<file path="src/rtl/sequenciador_leds_pkg.sv">
// Shared definitions for the LED sequence player: FSM state codes and
// default step timings (in clock cycles).
package sequenciador_leds_pkg;

   // State codes double as the value shown on the hexa7seg debug display.
   typedef enum logic [3:0] {
      OCIOSO  = 4'd0,
      ACESO   = 4'd1,
      APAGADO = 4'd2,
      FIM     = 4'd3
   } estado_t;

   localparam int T_ON_LENTO_DEF   = 1000;
   localparam int T_OFF_LENTO_DEF  = 500;
   localparam int T_ON_RAPIDO_DEF  = 500;
   localparam int T_OFF_RAPIDO_DEF = 250;

endpackage

</file>
<file path="src/rtl/sequenciador_leds_timer_exibicao.sv">
// Display-phase timer: 16-bit up counter with synchronous clear and a
// terminal flag raised on the last cycle of a modulo-long interval.
module timer_exibicao (
   input  logic        clock,
   input  logic        reset,
   input  logic        zera,
   input  logic        conta,
   input  logic [15:0] modulo,
   output logic        fim
);

   logic [15:0] count_q;

   // Counter register: clear has priority over counting.
   always_ff @(posedge clock or posedge reset) begin
      if (reset)      count_q <= '0;
      else if (zera)  count_q <= '0;
      else if (conta) count_q <= count_q + 16'd1;
   end

   assign fim = (count_q == (modulo - 16'd1));

endmodule

</file>
<file path="src/rtl/sequenciador_leds.sv">
// LED sequence player: steps through memory addresses 0..limite, lighting
// the LEDs with each stored pattern for T_ON cycles followed by T_OFF dark
// cycles, then pulses pronto. Speed and length are captured at start.
module sequenciador_leds
   import sequenciador_leds_pkg::*;
#(
   parameter int T_ON_LENTO   = T_ON_LENTO_DEF,
   parameter int T_OFF_LENTO  = T_OFF_LENTO_DEF,
   parameter int T_ON_RAPIDO  = T_ON_RAPIDO_DEF,
   parameter int T_OFF_RAPIDO = T_OFF_RAPIDO_DEF
) (
   input  logic       clock,
   input  logic       reset,
   input  logic       iniciar,
   input  logic       cancelar,
   input  logic       dificuldade,
   input  logic [3:0] limite,
   input  logic [7:0] dado_memoria,
   output logic [3:0] endereco,
   output logic [7:0] leds,
   output logic       ocupado,
   output logic       pronto,
   output logic [3:0] db_estado
);

   if (T_ON_LENTO < 1 || T_ON_LENTO > 65535 || T_OFF_LENTO < 1 || T_OFF_LENTO > 65535 ||
       T_ON_RAPIDO < 1 || T_ON_RAPIDO > 65535 || T_OFF_RAPIDO < 1 || T_OFF_RAPIDO > 65535) begin : g_chk_tempos
      $error("sequenciador_leds: every T_* parameter must lie in 1..65535");
   end

   estado_t     estado_q, estado_d;
   logic [3:0]  endereco_q, endereco_d;
   logic [3:0]  limite_q, limite_d;
   logic        dif_q, dif_d;
   logic        zera, conta, fim;
   logic [15:0] modulo;

   // Interval length comes only from the speed latched at start.
   always_comb begin
      modulo = '0;
      if (estado_q == APAGADO) modulo = dif_q ? 16'(T_OFF_RAPIDO) : 16'(T_OFF_LENTO);
      else                     modulo = dif_q ? 16'(T_ON_RAPIDO)  : 16'(T_ON_LENTO);
   end

   timer_exibicao u_timer (
      .clock  (clock),
      .reset  (reset),
      .zera   (zera),
      .conta  (conta),
      .modulo (modulo),
      .fim    (fim)
   );

   // State and captured-parameter registers.
   always_ff @(posedge clock or posedge reset) begin
      if (reset) begin
         estado_q   <= OCIOSO;
         endereco_q <= '0;
         limite_q   <= '0;
         dif_q      <= 1'b0;
      end else begin
         estado_q   <= estado_d;
         endereco_q <= endereco_d;
         limite_q   <= limite_d;
         dif_q      <= dif_d;
      end
   end

   // Next-state logic; cancelar outranks both iniciar and timer expiry.
   always_comb begin
      estado_d   = estado_q;
      endereco_d = endereco_q;
      limite_d   = limite_q;
      dif_d      = dif_q;
      zera       = 1'b0;
      conta      = 1'b0;
      unique case (estado_q)
         OCIOSO: begin
            zera = 1'b1;
            if (!cancelar && iniciar) begin
               estado_d   = ACESO;
               endereco_d = '0;
               limite_d   = limite;
               dif_d      = dificuldade;
            end
         end
         ACESO: begin
            conta = 1'b1;
            if (cancelar) begin
               estado_d = OCIOSO;
               zera     = 1'b1;
            end else if (fim) begin
               estado_d = APAGADO;
               zera     = 1'b1;
            end
         end
         APAGADO: begin
            conta = 1'b1;
            if (cancelar) begin
               estado_d = OCIOSO;
               zera     = 1'b1;
            end else if (fim) begin
               zera = 1'b1;
               if (endereco_q == limite_q) begin
                  estado_d = FIM;
               end else begin
                  estado_d   = ACESO;
                  endereco_d = endereco_q + 4'd1;
               end
            end
         end
         FIM: begin
            zera     = 1'b1;
            estado_d = OCIOSO;
         end
         default: estado_d = OCIOSO;
      endcase
   end

   assign endereco  = endereco_q;
   assign leds      = (estado_q == ACESO) ? dado_memoria : '0;
   assign ocupado   = (estado_q == ACESO) || (estado_q == APAGADO);
   assign pronto    = (estado_q == FIM);
   assign db_estado = estado_q;

endmodule

</file>
<file path="config.mk">
export PLATFORM = sky130hd
export DESIGN_NAME = sequenciador_leds
export DESIGN_NICKNAME = d
export VERILOG_FILES = /design/src/rtl/sequenciador_leds_pkg.sv /design/src/rtl/sequenciador_leds_timer_exibicao.sv /design/src/rtl/sequenciador_leds.sv
export SDC_FILE = /design/constraint.sdc
export NUM_CORES = 1
export LEC_CHECK = 0
export CORE_UTILIZATION = 46
export CTS_BUF_LIST = sky130_fd_sc_hd__clkbuf_2 sky130_fd_sc_hd__clkbuf_4 sky130_fd_sc_hd__clkbuf_8
export DETAILED_ROUTE_END_ITERATION = 16
export PLACE_DENSITY_LB_ADDON = 0.3
export SLEW_MARGIN = 20
export SYNTH_ARGS = -nofsm -noshare
export SYNTH_HDL_FRONTEND = slang
export SYNTH_SLANG_ARGS = --single-unit
</file>
<file path="constraint.sdc">
create_clock -name clock -period 2.4 [get_ports clock]
set_input_delay 0.48 -clock clock [delete_from_list [all_inputs] [get_ports clock]]
set_output_delay 0.48 -clock clock [all_outputs]
set_load 0.02 [all_outputs]
</file>
==> results.sh, run 1 <==
export IMPL_dieHeight_um=60.85
export IMPL_viasPerCell=5.089
export IMPL_grt_use_total_pct=18.87
export IMPL_grt_use_met1_pct=24.02
export IMPL_num_vias=1257
export IMPL_core_sq_um=3337
export IMPL_netlist_cell_type_count=36
export IMPL_cts_buffers=3
export IMPL_antenna_found_initial=0
export IMPL_synth_ff_type="dfrtp_1"
export IMPL_r2r_start="db_estado[0]$_DFFE_PP0P_"
export IMPL_grt_pass1_wl_um=5099
export IMPL_syn_inst=162
export IMPL_timing_slew_headroom_pct=64.34
export IMPL_drt_iter0_markers=30
export IMPL_cp_end_kind="register"
export IMPL_drtAntennaViolNets=0
export IMPL_die_area_sq_um=3702
export IMPL_hold_path_class="primary input to async pin"
export IMPL_clock_root_buffer="clkbuf_4"
export IMPL_fin_cells=247
export IMPL_ys_ff_latch=27
export IMPL_final_setup_tns_ns=0
export IMPL_clock_sinks=27
export IMPL_initial_utilization_pct=47.73
export IMPL_htree_levels=1
export IMPL_place_detailed_hpwl_um=2430
export IMPL_critical_path_class="register to register"
export IMPL_peakVddDrop_mv=0.4518
export IMPL_hold_viol=0
export IMPL_n_antenna_cell=0
export IMPL_whs_ns=0.4719
export IMPL_rows=21
export IMPL_rrSetupSlack_ns=0.04
export IMPL_synth_edff_count=0
export IMPL_critPathArrivalTime_ns=2.60
export IMPL_powerDensity_nw_per_um2=806.1
export IMPL_final_common_cell="dfrtp_1"
export IMPL_cp_max_fo=6
export IMPL_cp_required_ns=2.64
export IMPL_nets=229
export IMPL_busiest_layer="met2"
export IMPL_grt_overflow=0
export IMPL_cpMostUsedCell="ha_4"
export IMPL_rr_worst_depth=9
export IMPL_path_delay_family="simple AND/OR/NAND/NOR gates"
export IMPL_die_x_um=60.85
export IMPL_async_reset_ff_share_pct=100.0
export IMPL_clkLatencyLatePin_ns=0.33
export IMPL_syn_to_final_growth_pct=31.66
export IMPL_gp_congestion=0.8511
export IMPL_path_buf_inv=2
export IMPL_fin_crit_ns=2.359
export IMPL_io_pins=35
export IMPL_grt_max_degree=28
export IMPL_drtPass1Iterations=4
export IMPL_crit_slowest_cell="or4_4"
export IMPL_fmax_mhz=423.9
export IMPL_yosysSeqAreaShare_pct=42.42
export IMPL_setup_viol=0
export IMPL_rr_endpoint="db_estado[1]$_DFFE_PP0P_"
export IMPL_avgSynthCellArea_sq_um=9.832
export IMPL_path_cells="inv_2, ha_4, inv_4, ha_4, a21boi_2, a21oi_2, or4_4, a22o_4, mux2_4"
export IMPL_p_leak_uw=0.0009352
export IMPL_use_met2_pct=32.65
export IMPL_final_cell_mix="dfrtp_1 (25), nor2_1 (23), clkdlybuf4s50_1 (23)"
export IMPL_rsz0062_at_grt="yes"
export IMPL_worst_setup_path_start_kind="register"
export IMPL_dp_cells=243
export IMPL_cts_tree="done"
export IMPL_drv_cap=0
export IMPL_fin_ws_ns=0.04119
export IMPL_avgRoutedWirePerCell_um=13.20
export IMPL_cp_slowest_stage_delay_ns=0.58
export IMPL_finalCritPeriodShare_pct=98.28
export IMPL_routed_wl_um=3260
export IMPL_drive_gt1_share_pct=13.93
export IMPL_skew_ns=0.02102
export IMPL_ctsLongestPathBuffers=2
export IMPL_slew_viol_final=0
export IMPL_syn_area_sq_um=1593
export IMPL_worst_pin_slew_ns=0.5308
export IMPL_preCtsSetupSlack_ns=-0.02704
export IMPL_drc=0
export IMPL_ys_warn_count=0
export IMPL_io_buffers=32
export IMPL_status="complete, no violations"
export IMPL_use_met3_pct=2.559
export IMPL_first_global_vias=1170
export IMPL_cts_clk_slew_worst_paths_ns=0.16
power by group:
group | total (uW) | internal [uW] | switching [uW]
registers | 601 | 531 | 69.7
logic | 886 | 440 | 445
clock network | 204 | 63.7 | 140
total | 1690 | 1040 | 655
routing by layer:
layer  part of all wire, %  wire [um]  vias up
li1                      -          -      620
met1                    45       1457      587
met5                     0          0        -
met4                   2.5         80        0
met2                    48       1573       42
met3                   4.5        148        8
per-stage QoR:
stage / utilization, % / area, sq um / total power, uW
4_1_cts: 61.94 / 2067 / 1665
3_5_place_dp: 61.15 / 2041 / 1488
3_3_place_gp: 61.15 / 2041 / 1452
2_1_floorplan: - / 1627 / 1136
5_1_grt: 62.84 / 2097 / 1808
6_report: 62.84 / 2097 / 1690
final cells by class:
class | instances | area (sq um)
tap | 46 | 57.56
clock buffer | 3 | 22.52
sequential | 27 | 678.2
fill | 277 | 1240
clock inverter | 1 | 7.507
multi-input combinational | 121 | 913.4
timing repair buffer | 39 | 377.9
inverter | 10 | 40.04
worst max path at each step:
stage                                        start                       end  slack, ns  depth (start not counted)
final                     db_estado[0]$_DFFE_PP0P_  db_estado[1]$_DFFE_PP0P_       0.04                          9
after global routing      db_estado[0]$_DFFE_PP0P_   endereco[1]$_DFFE_PP0P_      -0.06                          9
after CTS                 db_estado[0]$_DFFE_PP0P_  db_estado[1]$_DFFE_PP0P_       0.01                          9
after detailed placement  db_estado[0]$_DFFE_PP0P_  db_estado[1]$_DFFE_PP0P_      -0.03                          9
after global placement    db_estado[0]$_DFFE_PP0P_  db_estado[1]$_DFFE_PP0P_       0.04                          9
after floorplan           db_estado[0]$_DFFE_PP0P_  db_estado[1]$_DFFE_PP0P_      -0.05                         10
flip-flops by register name, indices dropped and copies added, names as in the netlist:
name             count
endereco             4
u_timer.count_q     16
dif_q                1
db_estado            2
limite_q             4
worst register-to-register path, cell delays in order, from the launching register on:
cell      delay, ns
dfrtp_2        0.45
inv_2          0.08
ha_4           0.16
inv_4          0.05
ha_4           0.21
a21boi_2       0.12
a21oi_2        0.06
or4_4          0.58
a22o_4         0.26
mux2_4         0.29
cells in the mapped netlist (3+ instances only):
cell,instances,share of area (%)
dfrtp_1,27,42
nor2_1,23,5.4
xor2_1,16,8.8
ha_1,10,7.9
inv_1,10,2.4
and2_1,8,3.1
nand3_1,8,2.5
mux2i_1,5,3.1
nand2_1,5,1.2
o21ai_0,5,1.6
nor3_1,4,1.3
a21oi_1,3,0.94
mux2_1,3,2.1
nand4_1,3,1.2
nor4_1,3,1.2
xnor2_1,3,1.6
cells by family after synthesis:
kind of cell,count (synthesis),share of synthesized area [%]
simple gates,65,21.68
flops,27,42.42
xor+xnor,19,10.45
buf+inv,15,4.163
compound gates,14,5.578
mux,11,7.619
fa+ha+maj,10,7.855
other cells,1,0.2354
repair_timing:
action / CTS / global route
hold buffers: 0 / 0
pin swaps: 0 / 4
setup buffers: 0 / 0
resized for setup: 10 / 6
endpoints found under the setup margin: 12 / 6
Note: power is estimated with default switching activity, not from simulation.
==> run 2: changes to the inputs <==
--- a/config.mk
+++ b/config.mk
@@ -5,10 +5,10 @@
 export SDC_FILE = /design/constraint.sdc
 export NUM_CORES = 1
 export LEC_CHECK = 0
-export CORE_UTILIZATION = 46
+export CORE_UTILIZATION = 45
 export CTS_BUF_LIST = sky130_fd_sc_hd__clkbuf_2 sky130_fd_sc_hd__clkbuf_4 sky130_fd_sc_hd__clkbuf_8
 export DETAILED_ROUTE_END_ITERATION = 16
-export PLACE_DENSITY_LB_ADDON = 0.3
+export PLACE_DENSITY = 0.75
 export SLEW_MARGIN = 20
 export SYNTH_ARGS = -nofsm -noshare
 export SYNTH_HDL_FRONTEND = slang
==> results.sh, run 2 (synthesis gave the netlist of run 1 again) <==
export IMPL_path_cells="buf_4, inv_1, ha_1, clkdlybuf4s50_1"
export IMPL_fin_cells=247
export IMPL_powerDensity_nw_per_um2=790.8
export IMPL_endpoint="ocupado"
export IMPL_drtAntennaViolNets=0
export IMPL_cts_clk_slew_worst_paths_ns=0.15
export IMPL_core_sq_um=3363
export IMPL_die_area_sq_um=3782
export IMPL_io_buffers=32
export IMPL_num_vias=1258
export IMPL_ctsLongestPathBuffers=2
export IMPL_multi_input_area_sq_um=912.1
export IMPL_seqCellArea_sq_um=678.2
export IMPL_clock_root_buffer="clkbuf_4"
export IMPL_io_pins=35
export IMPL_place_detailed_hpwl_um=2491
export IMPL_cp_max_fo=4
export IMPL_critical_path_class="register to primary output"
export IMPL_gp_congestion=0.8236
export IMPL_final_cell_mix="dfrtp_1 (25), clkdlybuf4s50_1 (24), nor2_1 (23)"
export IMPL_fin_util_pct=62.17
export IMPL_skew_ns=0.01274
export IMPL_initial_utilization_pct=47.36
export IMPL_viasPerCell=5.093
export IMPL_worst_pin_slew_ns=0.5597
export IMPL_syn_to_final_growth_pct=31.26
export IMPL_cp_end_kind="primary output"
export IMPL_grt_overflow=0
export IMPL_timing_slew_headroom_pct=62.29
export IMPL_clkLatencyLatePin_ns=0.33
export IMPL_rr_worst_depth=9
export IMPL_antenna_found_initial=0
export IMPL_grt_use_total_pct=18.81
export IMPL_drt_iter0_markers=19
export IMPL_drv_cap=0
export IMPL_largest_reg_flops=16
export IMPL_routed_wl_um=3297
export IMPL_p_leak_uw=0.0009300
export IMPL_r2r_start="db_estado[0]$_DFFE_PP0P_"
export IMPL_hold_path_class="primary input to async pin"
export IMPL_first_global_vias=1178
export IMPL_status="complete, no violations"
export IMPL_cts_buffers=3
export IMPL_finalCritPeriodShare_pct=96.22
export IMPL_fin_crit_ns=2.309
export IMPL_critPathArrivalTime_ns=1.83
export IMPL_dp_cells=243
export IMPL_avgRoutedWirePerCell_um=13.35
export IMPL_final_setup_tns_ns=0
export IMPL_worst_setup_path_start_kind="register"
export IMPL_hold_viol=0
export IMPL_slew_viol_final=0
export IMPL_drive_gt1_share_pct=13.93
export IMPL_grt_max_degree=28
export IMPL_n_antenna_cell=0
export IMPL_n_fill_cell=303
export IMPL_crit_start="db_estado[1]$_DFFE_PP0P_"
export IMPL_setup_viol=0
export IMPL_nets=229
export IMPL_fmax_mhz=433.0
export IMPL_cp_slowest_stage_delay_ns=0.60
export IMPL_cp_required_ns=1.92
export IMPL_whs_ns=0.4752
export IMPL_peakVddDrop_mv=0.4460
export IMPL_cts_tree="done"
export IMPL_die_x_um=61.50
export IMPL_drtPass1Iterations=4
export IMPL_rows=21
export IMPL_clock_sinks=27
export IMPL_top_register="u_timer.count_q"
export IMPL_htree_levels=1
export IMPL_final_common_cell="dfrtp_1"
export IMPL_post_cts_buffers=0
export IMPL_grt_pass1_wl_um=5195
export IMPL_rrSetupSlack_ns=0.10
export IMPL_drc=0
export IMPL_crit_slowest_cell="clkdlybuf4s50_1"
export IMPL_dieHeight_um=61.50
export IMPL_rr_endpoint="db_estado[1]$_DFFE_PP0P_"
run 2: changes by cell type in the layout (fill, tap and decap cells not counted), sizes merged:
| cell | delta |
|---|---|
| clkinv | +1 |
| dlymetal6s2s | -1 |
| clkinvlp | -1 |
| clkdlybuf4s50 | +1 |
run 2: worst min path at each step:
stage | startpoint | to
floorplan | u_timer.count_q[0]$_DFFE_PP0P_ | u_timer.count_q[0]$_DFFE_PP0P_
global placement | u_timer.count_q[0]$_DFFE_PP0P_ | u_timer.count_q[0]$_DFFE_PP0P_
detailed placement | u_timer.count_q[0]$_DFFE_PP0P_ | u_timer.count_q[0]$_DFFE_PP0P_
CTS | reset | limite_q[3]$_DFFE_PP0P_
global route | reset | limite_q[0]$_DFFE_PP0P_
finish | reset | limite_q[0]$_DFFE_PP0P_
run 2: report_power, final:
group | switching [uW] | leakage [uW] | total [uW] | internal (uW)
logic | 422 | 0.000552 | 852 | 430
clock network | 138 | 0.0000177 | 200 | 62.6
registers | 69.4 | 0.000360 | 601 | 531
total | 630 | 0.000930 | 1650 | 1020
run 2: area by class of cell:
type	instances	area share (%)
multi-input cells	121	43.63
flip-flops and latches	27	32.44
repair buffers	39	17.95
well taps	46	2.753
inverters	10	1.915
clock buffers	3	1.077
clock inverters	1	0.2394
run 2: what timing repair did:
action                     in CTS  in global routing
setup endpoints to repair      12                  5
cloned                          0                  0
pin swaps                       0                  3
gates resized for setup        10                  5
hold buffers                    0                  0
run 2: worst max-delay path, delay by kind of cell, from the launching register on:
family	cells	cell delay, ns
buf+inv	3	0.78
flops	1	0.42
fa+ha+maj	1	0.29
run 2: metal layers:
layer	GRT usage (%)	vias up	wire length (um)
met5	0	-	0
met3	2.101	4	100
met2	33.64	25	1728
met1	24.17	610	1437
met4	4.762	0	31
li1	-	619	-
run 2: through the flow:
stage | power [uW] | setup WS [ns] | cell area, sq um
after CTS | 1652 | 0.03971 | 2064
after detailed placement | 1476 | -0.02669 | 2041
final | 1653 | 0.09069 | 2091
after global placement | 1456 | 0.02761 | 2041
after global routing | 1781 | -0.03352 | 2091
after floorplan | 1136 | -0.05275 | 1627
